--- src/rtl/vga_timing_gen.sv ---
// 640x480@60Hz VGA timing generator with a clock divider for the pixel rate.
// Counter origin is the start of sync; all outputs are flops aligned with hcount/vcount.
module vga_timing_gen #(
  parameter int H_SYNC   = 96,
  parameter int H_BP     = 48,
  parameter int H_ACTIVE = 640,
  parameter int H_FP     = 16,
  parameter int V_SYNC   = 2,
  parameter int V_BP     = 33,
  parameter int V_ACTIVE = 480,
  parameter int V_FP     = 10,
  parameter int CLK_DIV  = 2
) (
  input  logic       clk,
  input  logic       reset,
  output logic       hSync,
  output logic       vSync,
  output logic       bright,
  output logic [9:0] hcount,
  output logic [9:0] vcount,
  output logic       pixel_en,
  output logic       frame_start
);

  localparam int H_TOTAL = H_SYNC + H_BP + H_ACTIVE + H_FP;
  localparam int V_TOTAL = V_SYNC + V_BP + V_ACTIVE + V_FP;
  localparam int DIV_W   = (CLK_DIV > 1) ? $clog2(CLK_DIV) : 1;

  localparam logic [DIV_W-1:0] DIV_LAST = DIV_W'(CLK_DIV - 1);

  localparam logic [9:0] H_LAST      = 10'(H_TOTAL - 1);
  localparam logic [9:0] H_BACK_AT   = 10'(H_SYNC);
  localparam logic [9:0] H_ACTIVE_AT = 10'(H_SYNC + H_BP);
  localparam logic [9:0] H_FRONT_AT  = 10'(H_SYNC + H_BP + H_ACTIVE);

  localparam logic [9:0] V_LAST      = 10'(V_TOTAL - 1);
  localparam logic [9:0] V_BACK_AT   = 10'(V_SYNC);
  localparam logic [9:0] V_ACTIVE_AT = 10'(V_SYNC + V_BP);
  localparam logic [9:0] V_FRONT_AT  = 10'(V_SYNC + V_BP + V_ACTIVE);

  typedef enum logic [1:0] {SYNC, BACK, ACTIVE, FRONT} phase_t;

  logic [DIV_W-1:0] div;
  logic [DIV_W-1:0] div_next;
  logic             pe_next;
  logic             line_wrap;
  logic [9:0]       h_next;
  logic [9:0]       v_next;
  phase_t           h_phase;
  phase_t           h_phase_next;
  phase_t           v_phase;
  phase_t           v_phase_next;

  // Next-state counters and phases; outputs are registered from these so they line up with the counters.
  always_comb begin
    div_next     = (div == DIV_LAST) ? '0 : div + DIV_W'(1);
    pe_next      = (div == DIV_LAST);
    line_wrap    = pixel_en && (hcount == H_LAST);
    h_next       = hcount;
    v_next       = vcount;
    h_phase_next = h_phase;
    v_phase_next = v_phase;

    if (pixel_en) begin
      h_next = (hcount == H_LAST) ? 10'd0 : hcount + 10'd1;
      case (h_next)
        H_BACK_AT:   h_phase_next = BACK;
        H_ACTIVE_AT: h_phase_next = ACTIVE;
        H_FRONT_AT:  h_phase_next = FRONT;
        10'd0:       h_phase_next = SYNC;
        default:     h_phase_next = h_phase;
      endcase
    end

    if (line_wrap) begin
      v_next = (vcount == V_LAST) ? 10'd0 : vcount + 10'd1;
      case (v_next)
        V_BACK_AT:   v_phase_next = BACK;
        V_ACTIVE_AT: v_phase_next = ACTIVE;
        V_FRONT_AT:  v_phase_next = FRONT;
        10'd0:       v_phase_next = SYNC;
        default:     v_phase_next = v_phase;
      endcase
    end
  end

  // Reset beats pixel_en; a mid-frame reset restarts the frame at (0,0) on the next edge.
  always_ff @(posedge clk) begin
    if (reset) begin
      div         <= '0;
      pixel_en    <= 1'b0;
      hcount      <= 10'd0;
      vcount      <= 10'd0;
      h_phase     <= SYNC;
      v_phase     <= SYNC;
      hSync       <= 1'b0;
      vSync       <= 1'b0;
      bright      <= 1'b0;
      frame_start <= 1'b0;
    end else begin
      div         <= div_next;
      pixel_en    <= pe_next;
      hcount      <= h_next;
      vcount      <= v_next;
      h_phase     <= h_phase_next;
      v_phase     <= v_phase_next;
      hSync       <= (h_phase_next != SYNC);
      vSync       <= (v_phase_next != SYNC);
      bright      <= (h_phase_next == ACTIVE) && (v_phase_next == ACTIVE);
      frame_start <= pe_next && (h_next == 10'd0) && (v_next == 10'd0);
    end
  end

endmodule
--- config.mk ---
export PLATFORM = sky130hd
export DESIGN_NAME = vga_timing_gen
export DESIGN_NICKNAME = d
export VERILOG_FILES = /design/src/rtl/vga_timing_gen.sv
export SDC_FILE = /design/constraint.sdc
export NUM_CORES = 1
export LEC_CHECK = 0
export CAP_MARGIN = 30
export CORE_ASPECT_RATIO = 0.8
export CORE_MARGIN = 8
export CORE_UTILIZATION = 45
export DETAILED_ROUTE_END_ITERATION = 10
export HOLD_SLACK_MARGIN = 0.02
export PLACE_DENSITY = 0.67
export SYNTH_ARGS = -nofsm -noshare
export SYNTH_HDL_FRONTEND = slang
export SYNTH_SLANG_ARGS = --single-unit
--- constraint.sdc ---
create_clock -name clk -period 3.41 [get_ports clk]
set_input_delay 0.682 -clock clk [delete_from_list [all_inputs] [get_ports clk]]
set_output_delay 0.682 -clock clk [all_outputs]
set_load 0.01 [all_outputs]
Yosys cells after proc, flatten, opt, wreduce, memory -nomap -nowiden
Cells that the tools add are included.
{"block": "word_totals", "register_bits": 30}
{"block": "op_classes", "eq_ne": 10, "n_addsub": 3, "n_mux": 8, "n_reduce_logical": 11}
{"op": "$eq 10x10->1 const B", "n": 4}
{"op": "$logic_not 10->1", "n": 4}
{"op": "$mux 10", "n": 4}
{"op": "$add 10x1->10 const B", "n": 2}
{"op": "$pmux 2 s4", "n": 2}
{"op": "$eq 10x2->1 const B", "n": 1}
{"op": "$eq 10x6->1 const B", "n": 1}
{"op": "$eq 10x7->1 const B", "n": 1}
{"op": "$eq 10x8->1 const B", "n": 1}
{"op": "$eq 2x2->1 const B", "n": 2}
{"op": "$logic_and 1x1->1", "n": 4}
{"op": "$mux 2", "n": 2}
{"op": "$reduce_bool 2->1", "n": 2}
{"op": "$reduce_or 2->1", "n": 1}
{"op": "$add 1x1->1 const B", "n": 1}

Longest topological paths before layout
Gate-level depths: netlist of run 1.
{"block": "logic_depth", "depth_word": 7, "mapped_depth": 11, "depth_no_buf": 9}

Worst setup path before layout of run 1
No wires, ideal clock.
{"block": "synth_path", "path_kind": "register -> register", "start": "register vcount[0]", "end": "register vSync", "setup_time_ps": 135, "stages_incl_launch_ff": 12, "t_required_ps": 3275, "setup_slack_ps": 540, "t_arrival_ps": 2734, "cell_sequence": "dfxtp_1 buf_2 inv_1 ha_1 or4b_4 nor4_4 buf_6 o211ai_4 nor4_1 mux2_2 nor3_1 a31oi_1"}
{"block": "synth_via", "elab_chain_len": 6}
{"item": "start, declared", "line": "20", "text": "output logic [9:0] vcount,"}
{"item": "start signal, assigned", "line": "104", "text": "vcount <= v_next;"}
{"item": "$add 10x1->10 / $eq 10x10->1 (equally long branches)", "line": "76", "text": "v_next = (vcount == V_LAST) ? 10'd0 : vcount + 10'd1;"}
{"item": "$mux 10 (*)", "line": "76"}
{"item": "$eq 10x10->1 (tied with other cells)", "line": "77", "text": "case (v_next)"}
{"item": "$pmux 2 s4 (*)", "line": "77"}
{"item": "$mux 2 (*)", "line": "75", "text": "if (line_wrap) begin"}
{"item": "$reduce_bool 2->1 (*)", "line": "108", "text": "vSync <= (v_phase_next != SYNC);"}
{"item": "end signal, assigned", "line": "108"}
{"item": "end, declared", "line": "17", "text": "output logic vSync,"}
Mark *: on every way between the ends. The rest lies on a longest branch, timed or not.
A chain may end at the register's enable or synchronous reset.

Worst setup path after layout of run 1
Ends and elaborated chain as after synthesis.

==> flow_summary.toml, run 1 <==
[outcome]
run_status = "finished, final reports clean"

[critical_path]
cp_cell_sequence = "inv_1 -> ha_1 -> or4b_4 -> nor4_4 -> nor4_1 -> nor4_1 -> mux2_2 -> nor3_1 -> a31oi_1"
cpPeakStageDelay_ns = 0.48
reg2regPathDepth = 9
worstPathMaxFanout = 13
worst_path_max_delay_cell = "or4b_4"
r2r-start = "vcount[0]$_SDFF_PP0_"
arrival_ns = 3.20
crit_start = "vcount[0]$_SDFF_PP0_"
crit_top_cell = "nor4_1"
crit_type = "reg2reg"
crit_buf_inv = 1
crit_path_end_kind = "flop"
worst-path-stages = 9
critPathTopFamily = "simple AND/OR/NAND/NOR gates"
required_ns = 3.57
cp-start-kind = "flop"

[grt]
grt_pass1_wl_mm = 9.63
overflow = 0
grt_max_degree = 25
antenna_found_initial = 0
grt_usage_pct = 15.9
grt_pass1_vias = 1956

[die]
io_pins = 27
fp.dieW_um = 95.1
design.die.area_um2 = 7530
coreArea_um2 = 4920
start_util_pct = 45.7
die_y_um = 79.2
rows = 23

[sta]
fin_worst_skew_ns = 0.00855
min_period_ns = 3.04
slew_viol_final = 0
max_freq_ghz = 0.329
tightest_slew_ns = 0.570
fin_crit_sh_pct = 89.1
hold_viol_final = 0
slew_headroom_pct = 62.0
hold_slack_ns = 0.425
fin_setup_tns_ns = 0
setup_viol = 0
rsz0062_at_grt = "no"

[synthesis]
synth_cell_types = 63
synthCells = 283
yosysWarnings = 0
async_reset_ff_share_pct = 0
synth_enable_flop_cells = 0
synth_ff_type = "dfxtp_1"
synth_nets = 291
synth_area_leaders = "dfxtp_1 27%, nor2_1 5.3%, nor3_1 4.0%, nand2_1 4.0%, buf_6 3.5%"
synth_top_area_share_pct = 26.7
netlist_area_um2 = 2250
yosysTopAreaCell = "dfxtp_1"
ys_ff_latch = 30
yosysSeqAreaShare_pct = 26.7
postSynthAreaPerCell_um2 = 7.95

[detailed_routing]
dr.pass1.iters = 4
vias_per_cell = 5.79
routedWlPerCell_um = 15.8
ant_nets = 0
wirelength_mm = 5.77
vias = 2108
drt_iter0_drc = 145
drc_errors = 0

[worst_hold_path]
hp-start = "div$_SDFF_PP0_"
whs_path_depth = 1
min_path_type = "reg2reg"

[finish]
n_fill_cell = 476
diodes = 0
num-nets-final = 309
final_layout_size_suffix_gt1_share_pct = 12.6
areaGrowthSynthToFinish_pct = 16.7

[clocking]
post_cts_buffers = 0
postCtsResizedCells = 0
cts.sinks = 30
htreeDepth = 2
cts.clk_slew.worst_paths_ns = 0.07
cts_tree = "yes"
ctsLongestPathBuffers = 2
cts_buffers = 5
cts_root_buffer = "clkbuf_8"
clkLatencyLatePin_ns = 0.29
cts_hold_buf = 0

[place]
gp_congestion = 0.897
io_buffers = 26
dp_hpwl_mm = 4.16

[power_and_ir_drop]
peakVddDrop_mv = 0.212
leakagePower_nw = 0.909
p_per_area_nw_per_um2 = 294

[job]
max-cap-violations = 0
==> worst register-to-register path, delay by kind of cell (launching register included) <==
kind | cells | cell delay [ns]
and+or+nand+nor | 5 | 1.67
adders and majority gates | 1 | 0.16
AOI/OAI and AO/OA | 1 | 0.13
buffers and inverters | 1 | 0.16
DFF | 1 | 0.43
muxes | 1 | 0.37
==> kinds of logic (layout without fill, tap and decap cells) <==
group / Yosys count / after routing / synth area share, %
AO/OA/AOI/OAI: 63 / 63 / 20.4
XOR/XNOR: 17 / 17 / 7.40
adder cells (fa/ha/maj): 6 / 6 / 3.34
buffers and inverters: 35 / 54 / 8.56
flip-flops: 30 / 30 / 26.7
multiplexers: 6 / 6 / 2.73
AND/OR/NAND/NOR: 126 / 126 / 30.9
==> cells in the final DEF (no fill, tap or decap), types with 2 or more instances in the layout <==
master           Yosys  final
or2b_2               2      2
nor2_1              32     32
nand2_1             24     24
a311oi_1             2      2
inv_1               11     11
nand3_1              7      7
o21ai_0             11     11
nor4_2               1      2
ha_1                 6      6
nor4_1               6      5
o21a_1               3      3
and2_1               4      4
or4_4                2      2
and4_1               3      3
o211ai_1             2      2
o21bai_1             2      2
and3_1               4      4
clkbuf_8             0      5
clkdlybuf4s50_1      0     26
buf_4                0      9
a21oi_1             12     12
nand4_1              6      6
mux2i_1              5      5
nor3_1              18     18
nor3b_1              3      3
a211oi_1             4      3
clkinv_2             0      2
xor2_1               7      7
or2_2                2      2
dfxtp_1             30     30
xnor2_1              9      9
a31oi_1              9      9
==> path summary, 6_finish.rpt <==
| check | slack, ns | end |
|---|---|---|
| worst min register to register | 0.42 | div$_SDFF_PP0_ |
| worst max-delay path | 0.37 | vSync$_SDFF_PP0_ |
| worst min-delay path | 0.42 | div$_SDFF_PP0_ |
| worst max register to register | 0.37 | vSync$_SDFF_PP0_ |
==> cells in the mapped netlist (9+ instances only) <==
master	n
a21oi_1	12
a31oi_1	9
clkbuf_1	9
dfxtp_1	30
inv_1	11
nand2_1	24
nor2_1	32
nor3_1	18
o21ai_0	11
xnor2_1	9
==> state kept, by name, indices dropped and copies added (netlist names) <==
| name | count |
|---|---|
| vSync | 1 |
| vcount | 10 |
| h_phase | 2 |
| hSync | 1 |
| bright | 1 |
| pixel_en | 1 |
| v_phase | 2 |
| hcount | 10 |
| frame_start | 1 |
| div | 1 |
==> per-stage QoR <==
| step | instances | util [%] | worst slack, ns | power, W | instance area [um^2] |
|---|---|---|---|---|---|
| final | 364 | 53.3 | 0.370 | 0.000773 | 2630 |
| after global routing | 364 | 53.3 | 0.0948 | 0.000800 | 2630 |
| after CTS | 364 | 53.2 | 0.192 | 0.000780 | 2620 |
| after detailed placement | 356 | 51.0 | 0.308 | 0.000420 | 2510 |
| after global placement | 356 | 51.0 | 0.439 | 0.000419 | 2510 |
| after floorplan | 283 | - | 0.540 | 0.000402 | 2250 |
==> cell type report <==
class / instances / area [um^2] / area share [%]
Sequential cell: 30 / 601 / 22.9
Inverter: 11 / 41.3 / 1.57
Timing Repair Buffer: 35 / 328 / 12.5
Clock inverter: 3 / 40.0 / 1.53
Tap cell: 62 / 77.6 / 2.96
Clock buffer: 5 / 68.8 / 2.62
Multi-Input combinational cell: 218 / 1470 / 56.0
==> metal layers <==
layer | routed length, um | up-vias | global-route usage (%)
met1 | 2870 | 981 | 22.2
met3 | 392 | 7 | 4.33
met2 | 2440 | 54 | 23.1
met5 | 0 | - | 0
met4 | 69 | 0 | 4.20
li1 | - | 1066 | -
==> report_power, final <==
group | switching (W) | total, W | internal (W)
Combinational | 0.0000272 | 0.0000491 | 0.0000219
Clock | 0.000146 | 0.000361 | 0.000215
Sequential | 0.00000599 | 0.000362 | 0.000357
Note: power is estimated with default switching activity, not from simulation.
==> inputs of run 2 (changes only) <==
--- a/config.mk
+++ b/config.mk
@@ -9,6 +9,8 @@
 export CORE_ASPECT_RATIO = 0.8
 export CORE_MARGIN = 8
 export CORE_UTILIZATION = 45
+export CTS_BUF_LIST = sky130_fd_sc_hd__clkbuf_2
+export CTS_CLUSTER_DIAMETER = 80
 export DETAILED_ROUTE_END_ITERATION = 10
 export HOLD_SLACK_MARGIN = 0.02
 export PLACE_DENSITY = 0.67
==> run 2 against run 1 <==
Core utilization decreased by 0.92 points. Routed wire length decreased by 1.9%. Global-route usage decreased by 0.24 points. Sequential share of layout area increased by 0.40 points. First-iteration DRC count decreased by 2.8%. Via count decreased by 0.62%. Critical path depth unchanged. Setup slack improved by 0.0034 ns. Final area decreased by 1.7%. Sequential power about the same. Clock power decreased by 28%. Largest power group unchanged.
==> flow_summary.toml, run 2 (synthesized netlist as in run 1, its figures left out) <==
[sta]
fin_setup_tns_ns = 0
max_freq_ghz = 0.329
setup_viol = 0
tightest_slew_ns = 0.603
fin_worst_skew_ns = 0.0146
rsz0062_at_grt = "no"
slew_viol_final = 0
fin_crit_sh_pct = 89.0
min_period_ns = 3.04
slew_headroom_pct = 58.8
hold_viol_final = 0

[place]
dp.cells = 356
gp_congestion = 0.897
dp_hpwl_mm = 4.16
io_buffers = 26
place_area_um2 = 2510

[grt]
grt_usage_pct = 15.6
grt_pass1_wl_mm = 9.48
antenna_found_initial = 0
grt_pass1_vias = 1913
grt_max_degree = 25
overflow = 0

[critical_path]
crit_start = "vcount[0]$_SDFF_PP0_"
cp_cell_sequence = "inv_1 -> ha_1 -> or4b_4 -> nor4_4 -> nor4_1 -> nor4_1 -> mux2_2 -> nor3_1 -> a31oi_1"
worst_path_max_delay_cell = "or4b_4"
arrival_ns = 3.30
worstPathMaxFanout = 13
required_ns = 3.68
reg2regPathDepth = 9
cpPeakStageDelay_ns = 0.48
crit_top_cell = "nor4_1"
cp-start-kind = "flop"
crit_type = "reg2reg"
r2r-start = "vcount[0]$_SDFF_PP0_"
crit_path_end_kind = "flop"

[clocking]
cts_root_buffer = "clkbuf_2"
htreeDepth = 2
post_cts_buffers = 0
cts.clk_slew.worst_paths_ns = 0.18
cts.sinks = 30
cts_buffers = 5
cts_tree = "yes"
clkLatencyLatePin_ns = 0.37
postCtsResizedCells = 0
cts_hold_buf = 0
ctsLongestPathBuffers = 2

[finish]
diodes = 0
fin_cells = 364
final_area_um2 = 2580
ff_latch_area_um2 = 601
num-nets-final = 309
final_common_cell = "nor2_1"
final_util_pct = 52.4
top_regs = "hcount x10, vcount x10"
final_layout_size_suffix_gt1_share_pct = 12.6
areaGrowthSynthToFinish_pct = 14.7
layout_common_cells = "32 x nor2_1, 30 x dfxtp_1, 26 x clkdlybuf4s50_1"
n_fill_cell = 479
multi_input_area_um2 = 1470

[power_and_ir_drop]
p_total_w = 0.000672
p_per_area_nw_per_um2 = 260
seqPwrFrac_pct = 54.1
leakagePower_nw = 0.894
pwr-share-comb_pct = 7.3
clock_power_share_pct = 38.7
p_int_w = 0.000501
power.switching_w = 0.000171
switching_share_pct = 25.5
peakVddDrop_mv = 0.203

[job]
max-cap-violations = 0

[die]
coreArea_um2 = 4920
start_util_pct = 45.7
die_y_um = 79.2
io_pins = 27
fp.dieW_um = 95.1
design.die.area_um2 = 7530
rows = 23

[worst_hold_path]
whs_path_depth = 1
min_path_type = "reg2reg"
hp-start = "div$_SDFF_PP0_"

[detailed_routing]
ant_nets = 0
drc_errors = 0
vias_per_cell = 5.76
routedWlPerCell_um = 15.5
vias = 2095
drt_iter0_drc = 141
dr.pass1.iters = 4
wirelength_mm = 5.66

[outcome]
run_status = "finished, final reports clean"
==> run 2: cell type report <==
| cell class | count | area share (%) |
|---|---|---|
| Clock buffer | 5 | 0.970 |
| Clock inverter | 3 | 1.55 |
| Inverter | 11 | 1.60 |
| Multi-Input combinational cell | 218 | 56.9 |
| Sequential cell | 30 | 23.3 |
| Tap cell | 62 | 3.01 |
| Timing Repair Buffer | 35 | 12.7 |
==> run 2: layer usage <==
metal,up-vias,global-route usage [%],wire length (um)
met3,5,4.24,366
li1,1063,-,-
met5,-,0,0
met2,49,22.3,2340
met4,0,3.73,42
met1,978,22.4,2910
==> run 2: per-stage QoR <==
step | hold WS, ns | setup slack (ns)
after global placement | 0.406 | 0.439
after detailed placement | 0.409 | 0.308
after global routing | 0.453 | 0.0490
after CTS | 0.439 | 0.259
final | 0.443 | 0.373
after floorplan | 0.392 | 0.540
==> run 2: worst paths after layout <==
kind | endpoint | slack [ns]
setup reg to reg | vSync$_SDFF_PP0_ | 0.37
hold / removal | div$_SDFF_PP0_ | 0.44
hold reg to reg | div$_SDFF_PP0_ | 0.44
setup / recovery | vSync$_SDFF_PP0_ | 0.37
==> run 2: critical path: cells and delay by family (launching register included) <==
| family | cells | cell delay (ns) |
|---|---|---|
| DFF | 1 | 0.46 |
| muxes | 1 | 0.37 |
| buffers and inverters | 1 | 0.16 |
| adders and majority gates | 1 | 0.16 |
| and+or+nand+nor | 5 | 1.66 |
| AOI/OAI and AO/OA | 1 | 0.13 |
==> run 2: power groups by stage <==
stage / Combinational (W) / Sequential (W) / Clock [W]
floorplan: 0.0000314 / 0.000370 / 0
global placement: 0.0000490 / 0.000370 / 0
detailed placement: 0.0000493 / 0.000370 / 0
CTS: 0.0000494 / 0.000363 / 0.000266
global route: 0.0000545 / 0.000364 / 0.000283
finish: 0.0000488 / 0.000363 / 0.000260
==> inputs of run 3 (changes only) <==
--- a/config.mk
+++ b/config.mk
@@ -5,15 +5,18 @@
 export SDC_FILE = /design/constraint.sdc
 export NUM_CORES = 1
 export LEC_CHECK = 0
+export ABC_AREA = 1
 export CAP_MARGIN = 30
+export CELL_PAD_IN_SITES_DETAIL_PLACEMENT = 1
+export CELL_PAD_IN_SITES_GLOBAL_PLACEMENT = 1
 export CORE_ASPECT_RATIO = 0.8
 export CORE_MARGIN = 8
-export CORE_UTILIZATION = 45
+export CORE_UTILIZATION = 40
 export CTS_BUF_LIST = sky130_fd_sc_hd__clkbuf_2
 export CTS_CLUSTER_DIAMETER = 80
 export DETAILED_ROUTE_END_ITERATION = 10
 export HOLD_SLACK_MARGIN = 0.02
-export PLACE_DENSITY = 0.67
+export PLACE_DENSITY = 0.82
 export SYNTH_ARGS = -nofsm -noshare
 export SYNTH_HDL_FRONTEND = slang
 export SYNTH_SLANG_ARGS = --single-unit
==> run 3 against run 2 <==
Clock power shrank 32%. Synthesized area shrank 5.7%. Routed wire length grew 9.2%. Non-clock buffer count shrank 8. Critical path type is now reg2out. Count of clock-buffer cells in the layout grew 1. Power shrank 8.0%. Sequential share of layout area grew 1.2 points. First-iteration DRC count shrank 56%.
==> flow_summary.toml, run 3 <==
[place]
dp_hpwl_mm = 5.10
io_buffers = 26
gp_congestion = 0.838
dp.cells = 424

[sta]
rsz0062_at_grt = "no"
fin_worst_skew_ns = 0.0176
fin_crit_sh_pct = 73.1
hold_viol_final = 0
slew_viol_final = 0
tightest_slew_ns = 0.675
slew_headroom_pct = 54.9
min_period_ns = 2.49
max_freq_ghz = 0.401
setup_viol = 0
fin_setup_tns_ns = 0

[outcome]
run_status = "finished, final reports clean"

[power_and_ir_drop]
leakagePower_nw = 1.17
p_per_area_nw_per_um2 = 252
peakVddDrop_mv = 0.208

[synthesis]
yosys.area_share.xor_xnor_pct = 0.826
synth_nets = 350
synthCells = 342
yosys.cell_count.top_type = "nand2_1"
yosysWarnings = 0
async_reset_ff_share_pct = 0
synth_top_cells_by_count = "99 x nand2_1, 53 x nor2_1, 48 x inv_1, 30 x dfxtp_1, 23 x nand3_1"
synth_enable_flop_cells = 0
netlist_area_um2 = 2120
yosysTopAreaCell = "dfxtp_1"
ys_ff_latch = 30
synth_ff_type = "dfxtp_1"
postSynthAreaPerCell_um2 = 6.20
synth_cell_types = 32
synth_compound_area_share_pct = 7.49
yosysSeqAreaShare_pct = 28.3
synth_area_leaders = "dfxtp_1 28%, nand2_1 18%, nor2_1 9.4%, inv_1 8.5%, nand3_1 5.4%"
synth-simple-area-share_pct = 48.2
synthMuxAreaShare_pct = 0
yosys.area_share.adder_pct = 3.54
synth_top_area_share_pct = 28.3
synth_top_family_by_area = "simple AND/OR/NAND/NOR gates"

[detailed_routing]
routedWlPerCell_um = 14.3
dr.pass1.iters = 4
vias = 2190
drt_iter0_drc = 62
vias_per_cell = 5.07
ant_nets = 0
drc_errors = 0
wirelength_mm = 6.18

[critical_path]
cp-start-kind = "flop"
crit_path_end_kind = "output pin"
crit_type = "reg2out"
critPathTopFamily = "flip-flops"
cpPeakStageDelay_ns = 0.78
crit_buf_inv = 1
required_ns = 2.73
arrival_ns = 1.81
cp_cell_sequence = "clkdlybuf4s50_1"
worst_path_max_delay_cell = "dfxtp_1"
worstPathMaxFanout = 21

[worst_hold_path]
min_path_type = "reg2reg"

[clocking]
cts_buffers = 5
clkLatencyLatePin_ns = 0.36
postCtsResizedCells = 0
cts_tree = "yes"
cts_hold_buf = 0
cts_root_buffer = "clkbuf_2"
ctsLongestPathBuffers = 2
post_cts_buffers = 0
cts.clk_slew.worst_paths_ns = 0.16
cts.sinks = 30
htreeDepth = 2

[grt]
grt_usage_pct = 16.3
grt_pass1_vias = 2224
grt_max_degree = 22
overflow = 0
antenna_found_initial = 0
grt_pass1_wl_mm = 10.6

[finish]
top_regs = "hcount x10, vcount x10"
num-nets-final = 377
layout_common_cells = "99 x nand2_1, 53 x nor2_1, 48 x inv_1"
fin_cells = 432
final_common_cell = "nand2_1"
final_layout_size_suffix_gt1_share_pct = 11.1
diodes = 0
areaGrowthSynthToFinish_pct = 15.7
n_fill_cell = 681

[die]
start_util_pct = 41.9
rows = 23
die_y_um = 81.1
io_pins = 27
fp.dieW_um = 97.4
design.die.area_um2 = 7900
coreArea_um2 = 5060

[job]
max-cap-violations = 0
[run 3: per-layer routing]
layer	GRT usage, %	part of all wire (%)
met3	4.83	4.7
met2	25.5	43
met1	21.9	52
met4	3.17	0.34
met5	0	0
[run 3: area by class of cell]
class | count | area [um^2] | share of cell area [%]
clock buffers | 6 | 30.0 | 1.22
well taps | 62 | 77.6 | 3.16
clock inverters | 2 | 8.76 | 0.357
flip-flops and latches | 30 | 601 | 24.5
repair buffers | 27 | 268 | 10.9
inverters | 52 | 195 | 7.96
multi-input cells | 253 | 1270 | 51.9
[run 3: cells by family (layout without fill, tap and decap cells)]
family | after synthesis | after routing
buffers and inverters | 59 | 87
XOR/XNOR | 2 | 2
flip-flops | 30 | 30
adder cells (fa/ha/maj) | 6 | 6
AND/OR/NAND/NOR | 217 | 217
AO/OA/AOI/OAI | 28 | 28
[run 3: path summary, 6_finish.rpt]
kind	cells past startpoint	endpoint	slack [ns]	startpoint
max reg2reg	11	frame_start$_SDFF_PP0_	1.23	hcount[0]$_SDFF_PP0_
min reg2reg	1	div$_SDFF_PP0_	0.43	div$_SDFF_PP0_
min	1	div$_SDFF_PP0_	0.43	div$_SDFF_PP0_
max	1	pixel_en	0.92	pixel_en$_SDFF_PP0_
[run 3: per-stage QoR]
step	setup slack [ns]	power (W)	util, %	cell area (um^2)	hold slack (ns)
final	0.916	0.000618	48.4	2450	0.432
after global routing	0.771	0.000652	48.4	2450	0.458
after CTS	0.866	0.000624	48.4	2450	0.436
after detailed placement	1.15	0.000448	47.7	2410	0.416
after global placement	1.26	0.000446	47.7	2410	0.416
after floorplan	1.54	0.000421	-	2120	0.393
[run 3: power breakdown]
| group | total (W) | leakage, nW | internal (W) | switching [W] |
|---|---|---|---|---|
| combinational | 0.0000688 | 0.892 | 0.0000280 | 0.0000407 |
| sequential | 0.000372 | 0.243 | 0.000358 | 0.0000133 |
| clock | 0.000178 | 0.0304 | 0.0000505 | 0.000127 |
| total | 0.000618 | 1.17 | 0.000437 | 0.000181 |
